--- src/rtl/ysyx_24090012_csr_seq.sv ---
// CSR write-port sequencer: turns one CSRRx/ECALL/MRET/NOP into a series of CSR file writes.
// Optional feature macro: YSYX_CSR_SEQ_MSTATUS_EN (enables the mstatus update on ECALL/MRET).
module ysyx_24090012_csr_seq #(
    parameter logic [31:0] ECALL_CAUSE = 32'd11
) (
    input  logic        clk,
    input  logic        rst_n,
    input  logic        req_valid,
    output logic        req_ready,
    input  logic [2:0]  req_op,
    input  logic [31:0] req_pc,
    input  logic [11:0] req_csr_addr,
    input  logic [31:0] req_src,
    output logic        resp_valid,
    input  logic        resp_ready,
    output logic [31:0] resp_rdata,
    output logic        resp_redirect,
    output logic [31:0] resp_npc,
    output logic        csr_valid,
    input  logic        csr_ready,
    output logic        csr_wen,
    output logic [11:0] csr_addr,
    output logic [31:0] csr_wdata,
    input  logic [31:0] csr_rdata,
    input  logic [31:0] mstatus_i,
    input  logic [31:0] mtvec_i,
    input  logic [31:0] mepc_i
);

    localparam logic [2:0] S_IDLE      = 3'd0;
    localparam logic [2:0] S_WR_EPC    = 3'd1;
    localparam logic [2:0] S_WR_CAUSE  = 3'd2;
    localparam logic [2:0] S_WR_STATUS = 3'd3;
    localparam logic [2:0] S_WR_CSR    = 3'd4;
    localparam logic [2:0] S_RESP      = 3'd5;

    localparam logic [2:0] OP_CSRRW = 3'd0;
    localparam logic [2:0] OP_CSRRS = 3'd1;
    localparam logic [2:0] OP_CSRRC = 3'd2;
    localparam logic [2:0] OP_ECALL = 3'd3;
    localparam logic [2:0] OP_MRET  = 3'd4;

    logic [2:0]  state_reg, state_next;
    logic [2:0]  op_reg;
    logic [31:0] pc_reg;
    logic [11:0] addr_reg;
    logic [31:0] src_reg;
    logic [31:0] rdata_reg;
    logic        redirect_reg;
    logic [31:0] npc_reg;

    logic        accept;
    logic        csr_hs;
    logic        enter_resp;
    logic [2:0]  entry_op;
    logic [31:0] status_ecall;
    logic [31:0] status_mret;

    assign req_ready     = (state_reg == S_IDLE);
    assign accept        = req_valid && req_ready;
    assign csr_hs        = csr_valid && csr_ready;
    assign resp_valid    = (state_reg == S_RESP);
    assign resp_rdata    = rdata_reg;
    assign resp_redirect = redirect_reg;
    assign resp_npc      = npc_reg;

    // NOP and (macro-off) MRET enter RESP straight from IDLE, before op_reg is loaded.
    assign entry_op   = (state_reg == S_IDLE) ? req_op : op_reg;
    assign enter_resp = (state_reg != S_RESP) && (state_next == S_RESP);

    always_comb begin
        status_ecall        = mstatus_i;
        status_ecall[7]     = mstatus_i[3];
        status_ecall[3]     = 1'b0;
        status_ecall[12:11] = 2'b11;
        status_mret         = mstatus_i;
        status_mret[3]      = mstatus_i[7];
        status_mret[7]      = 1'b1;
        status_mret[12:11]  = 2'b11;
    end

    always_comb begin
        state_next = state_reg;
        case (state_reg)
            S_IDLE: begin
                if (req_valid) begin
                    case (req_op)
                        OP_CSRRW, OP_CSRRS, OP_CSRRC: state_next = S_WR_CSR;
                        OP_ECALL: state_next = S_WR_EPC;
`ifdef YSYX_CSR_SEQ_MSTATUS_EN
                        OP_MRET:  state_next = S_WR_STATUS;
`else
                        OP_MRET:  state_next = S_RESP;
`endif
                        default:  state_next = S_RESP;
                    endcase
                end
            end
            S_WR_EPC:    if (csr_hs) state_next = S_WR_CAUSE;
`ifdef YSYX_CSR_SEQ_MSTATUS_EN
            S_WR_CAUSE:  if (csr_hs) state_next = S_WR_STATUS;
`else
            S_WR_CAUSE:  if (csr_hs) state_next = S_RESP;
`endif
            S_WR_STATUS: if (csr_hs) state_next = S_RESP;
            S_WR_CSR:    if (csr_hs) state_next = S_RESP;
            S_RESP:      if (resp_ready) state_next = S_IDLE;
            default:     state_next = S_IDLE;
        endcase
    end

    // Write-port drive is purely a function of state, so it holds steady until the handshake.
    always_comb begin
        csr_valid = 1'b0;
        csr_wen   = 1'b0;
        csr_addr  = 12'h000;
        csr_wdata = 32'h0;
        case (state_reg)
            S_WR_EPC: begin
                csr_valid = 1'b1;
                csr_wen   = 1'b1;
                csr_addr  = 12'h341;
                csr_wdata = pc_reg;
            end
            S_WR_CAUSE: begin
                csr_valid = 1'b1;
                csr_wen   = 1'b1;
                csr_addr  = 12'h342;
                csr_wdata = ECALL_CAUSE;
            end
            S_WR_STATUS: begin
                csr_valid = 1'b1;
                csr_wen   = 1'b1;
                csr_addr  = 12'h300;
                csr_wdata = (op_reg == OP_ECALL) ? status_ecall : status_mret;
            end
            S_WR_CSR: begin
                csr_valid = 1'b1;
                csr_addr  = addr_reg;
                case (op_reg)
                    OP_CSRRS: begin
                        csr_wen   = (src_reg != 32'h0);
                        csr_wdata = csr_rdata | src_reg;
                    end
                    OP_CSRRC: begin
                        csr_wen   = (src_reg != 32'h0);
                        csr_wdata = csr_rdata & ~src_reg;
                    end
                    default: begin
                        csr_wen   = 1'b1;
                        csr_wdata = src_reg;
                    end
                endcase
            end
            default: ;
        endcase
    end

    always_ff @(posedge clk or negedge rst_n) begin
        if (!rst_n) begin
            state_reg    <= S_IDLE;
            op_reg       <= 3'd0;
            pc_reg       <= 32'h0;
            addr_reg     <= 12'h000;
            src_reg      <= 32'h0;
            rdata_reg    <= 32'h0;
            redirect_reg <= 1'b0;
            npc_reg      <= 32'h0;
        end else begin
            state_reg <= state_next;
            if (accept) begin
                op_reg       <= req_op;
                pc_reg       <= req_pc;
                addr_reg     <= req_csr_addr;
                src_reg      <= req_src;
                rdata_reg    <= 32'h0;
                redirect_reg <= 1'b0;
                npc_reg      <= 32'h0;
            end
            if ((state_reg == S_WR_CSR) && csr_hs) begin
                rdata_reg <= csr_rdata;
            end
            if (enter_resp) begin
                redirect_reg <= (entry_op == OP_ECALL) || (entry_op == OP_MRET);
                if (entry_op == OP_ECALL) begin
                    npc_reg <= mtvec_i & ~32'h3;
                end else if (entry_op == OP_MRET) begin
                    npc_reg <= mepc_i;
                end else begin
                    npc_reg <= 32'h0;
                end
            end
        end
    end

endmodule
--- config.mk ---
export PLATFORM = sky130hd
export DESIGN_NAME = ysyx_24090012_csr_seq
export DESIGN_NICKNAME = d
export VERILOG_FILES = /design/src/rtl/ysyx_24090012_csr_seq.sv
export SDC_FILE = /design/constraint.sdc
export NUM_CORES = 1
export LEC_CHECK = 0
export CORE_ASPECT_RATIO = 0.8
export CORE_UTILIZATION = 39
export CTS_CLUSTER_SIZE = 14
export DETAILED_ROUTE_END_ITERATION = 10
export PLACE_DENSITY = 0.88
export SYNTH_ARGS = -nofsm -noshare
export SYNTH_HDL_FRONTEND = slang
export SYNTH_SLANG_ARGS = --single-unit
--- constraint.sdc ---
create_clock -name clk -period 1.7 [get_ports clk]
set_clock_uncertainty 0.15 [all_clocks]
set_input_delay 0.255 -clock clk [delete_from_list [all_inputs] [get_ports clk]]
set_output_delay 0.255 -clock clk [all_outputs]
set_load 0.02 [all_outputs]
==> results.cfg <==
[clock_tree]
clkTransAtPathRegs_ns = 0.07
cts_tree = done
cts_root_buf = clkbuf_16
cts.path.max_buffers = 2
numClockSinks = 147
clock_latency_ns = 0.44
cts_buffers = 17
h-tree-depth = 4

[setup_path]
critPathKind = register to register
critPathSlowestCell = a22oi_1
crit_chain = buf_6, buf_6, buf_6, or3_4, inv_4, buf_6, o21ai_2, buf_4, a22oi_1, mux2i_2
end_kind = register
critPathBufInv = 6
worst_path_dominant_cell_family = buffers and inverters
arrival_ns = 3.04
critPathMaxFanout = 11
critical_path.max_stage_delay_ns = 0.60
crit_required_ns = 1.82
start_kind = register
cpMostUsedCell = buf_6

[yosys]
netlist_instances = 854
synth_seq_cells = 147
synthesis.nets = 1066
async_flop_share_pct = 100.0
yosys-top-cells-area = dfrtp_1 50%, nand2_1 18%, mux2i_1 8.0%
synth.avg_cell_area_sq_um = 8.654
yosysTopAreaCell = dfrtp_1
ys_seq_area_share_pct = 49.77
syn_area_sq_um = 7391
synth_flop_cell = dfrtp_1
yosysTopAreaCellShare_pct = 49.77
synth_edf_count = 0
ys_types = 40
synth_most_common_cell = nand2_1
ys.warnings.count = 0
synth_top_cells_by_count = 349 x nand2_1, 147 x dfrtp_1, 63 x a22oi_1, 59 x mux2i_1, 43 x clkbuf_1

[timing]
max_freq_mhz = 342.4
slew_headroom_pct = 52.88
rsz0062_at_grt = true
period_share_pct = 171.8
drv_slew = 0
tightest_slew_ns = 0.7068
setup_ws_ns = -1.220
min_period_ns = 2.920
setup_violations = 194
hold_viol = 0

[die]
fp.dieH_microns = 125.1
die_w_microns = 155.9
start_util_pct = 40.32
rows = 44
dieArea_sq_um = 19510
io_pins = 325
core-area_sq_um = 18330

[global_route]
grt_pass1_vias = 9816
gr-total-overflow = 0
grt_pass1_wl_microns = 58840
track_usage_pct = 40.93
grt_antenna_before_repair = 4
grt_max_degree = 65

[hold_path]
hp-class = primary input to async pin

[outcome]
failed_checks = setup timing
status = finished with violations

[flow_run]
maxCapViolations = 0

[place]
post-place-cells = 1467
port_buffers = 320
dp_slack_ns = -0.7704
place_hpwl_microns = 21730
finalWeightedCongestion = 0.8980

[routing]
avgViaCountPerCell = 6.285
drtIter0Drc = 995
final_antenna_net_count = 0
totalWireLength_microns = 46090
drc = 0
dr.pass1.iters = 6
vias = 10000
wire_per_inst_microns = 28.97

[final_layout]
layout-drive-gt1-share_pct = 45.73
nNetsFinal = 1533
utilization_pct = 84.83
area_delta_synth_final_pct = 110.4
fin_cells = 1591

[pwr]
power_density_nw_per_um2 = 2151
p_leak_nw = 7.147
worst_ir_drop_vdd_v = 0.001636
## per-stage QoR
stage / TNS [ns] / instance area [sq um] / hold WS [ns] / power (mW)
2_1_floorplan: -17.28 / 7938 / -0.1906 / 14.24
3_3_place_gp: -68.02 / 12080 / 0.05064 / 20.50
3_5_place_dp: -75.24 / 12080 / 0.06468 / 20.94
4_1_cts: -114.68 / 14720 / 0.1772 / 29.33
5_1_grt: -148.19 / 15550 / 0.1995 / 34.19
6_report: -145.24 / 15550 / 0.1956 / 33.46
## path summary, 6_finish.rpt
kind                         startpoint            to  slack (ns)  cells after the start
min reg2reg                   pc_reg[4]     pc_reg[4]        0.36                      2
max reg2reg                state_reg[1]  resp_npc[21]       -1.22                     10
min in group clk            req_src[15]   src_reg[15]        0.21                      3
min                               rst_n   resp_npc[2]        0.20                      2
max in group asynchronous         rst_n    src_reg[4]        0.63                      3
max                        state_reg[1]  resp_npc[21]       -1.22                     10
## cell type report
type	count	area, sq um
inverters	4	17.52
clock buffers	17	425.4
well taps	253	316.6
clock inverters	15	193.9
fillers	774	2780
flip-flops and latches	147	3681
diodes	4	10.01
repair buffers	509	5698
multi-input cells	642	5210
## power breakdown
group          internal (mW)  switching (mW)
sequential              5.04            1.69
clock                   2.36            1.79
combinational           10.6            12.0
total                   18.0            15.5
## cells in the final DEF, fill, tap and decap left out, types with 7 or more instances in the layout
| cell | instances |
|---|---|
| buf_4 | 88 |
| clkdlybuf4s50_1 | 206 |
| nor2_1 | 8 |
| nand2_4 | 87 |
| a22oi_1 | 12 |
| clkbuf_16 | 18 |
| buf_12 | 37 |
| dfrtp_1 | 145 |
| o22ai_2 | 32 |
| o21ai_2 | 32 |
| buf_16 | 23 |
| buf_6 | 76 |
| a22oi_2 | 51 |
| nor2b_1 | 33 |
| nand2_1 | 172 |
| nand2_2 | 89 |
| dlygate4sd2_1 | 64 |
| inv_6 | 7 |
| mux2i_1 | 52 |
## routing by layer
| metal | track usage [%] | share of wire, % | vias to the layer above |
|---|---|---|---|
| met5 | 0 | 0 | - |
| met4 | 23.70 | 8.8 | 0 |
| met3 | 12.17 | 12 | 354 |
| met2 | 64.92 | 44 | 949 |
| met1 | 49.44 | 35 | 4828 |
| li1 | - | - | 3869 |
## repair_timing
| item | in CTS | in global routing |
|---|---|---|
| pin swaps | 172 | 88 |
| setup endpoints to repair | 259 | 195 |
| gates resized for setup | 584 | 252 |
| hold endpoints to repair | 147 | 0 |
| hold buffers | 1 | 0 |
| buffers inserted | 48 | 23 |
| gates cloned | 33 | 2 |
## kinds of logic (layout without fill, tap and decap cells)
group           count (synthesis)  in the layout  share of synthesized area [%]
buf+inv                        68            545                          4.249
xor+xnor                        3              3                         0.3556
compound gates                153            153                          13.68
flops                         147            147                          49.77
mux                            59             59                          7.991
simple gates                  424            427                          23.95
other cells                     0              4                              0
Power figures use the tool's default switching activity.
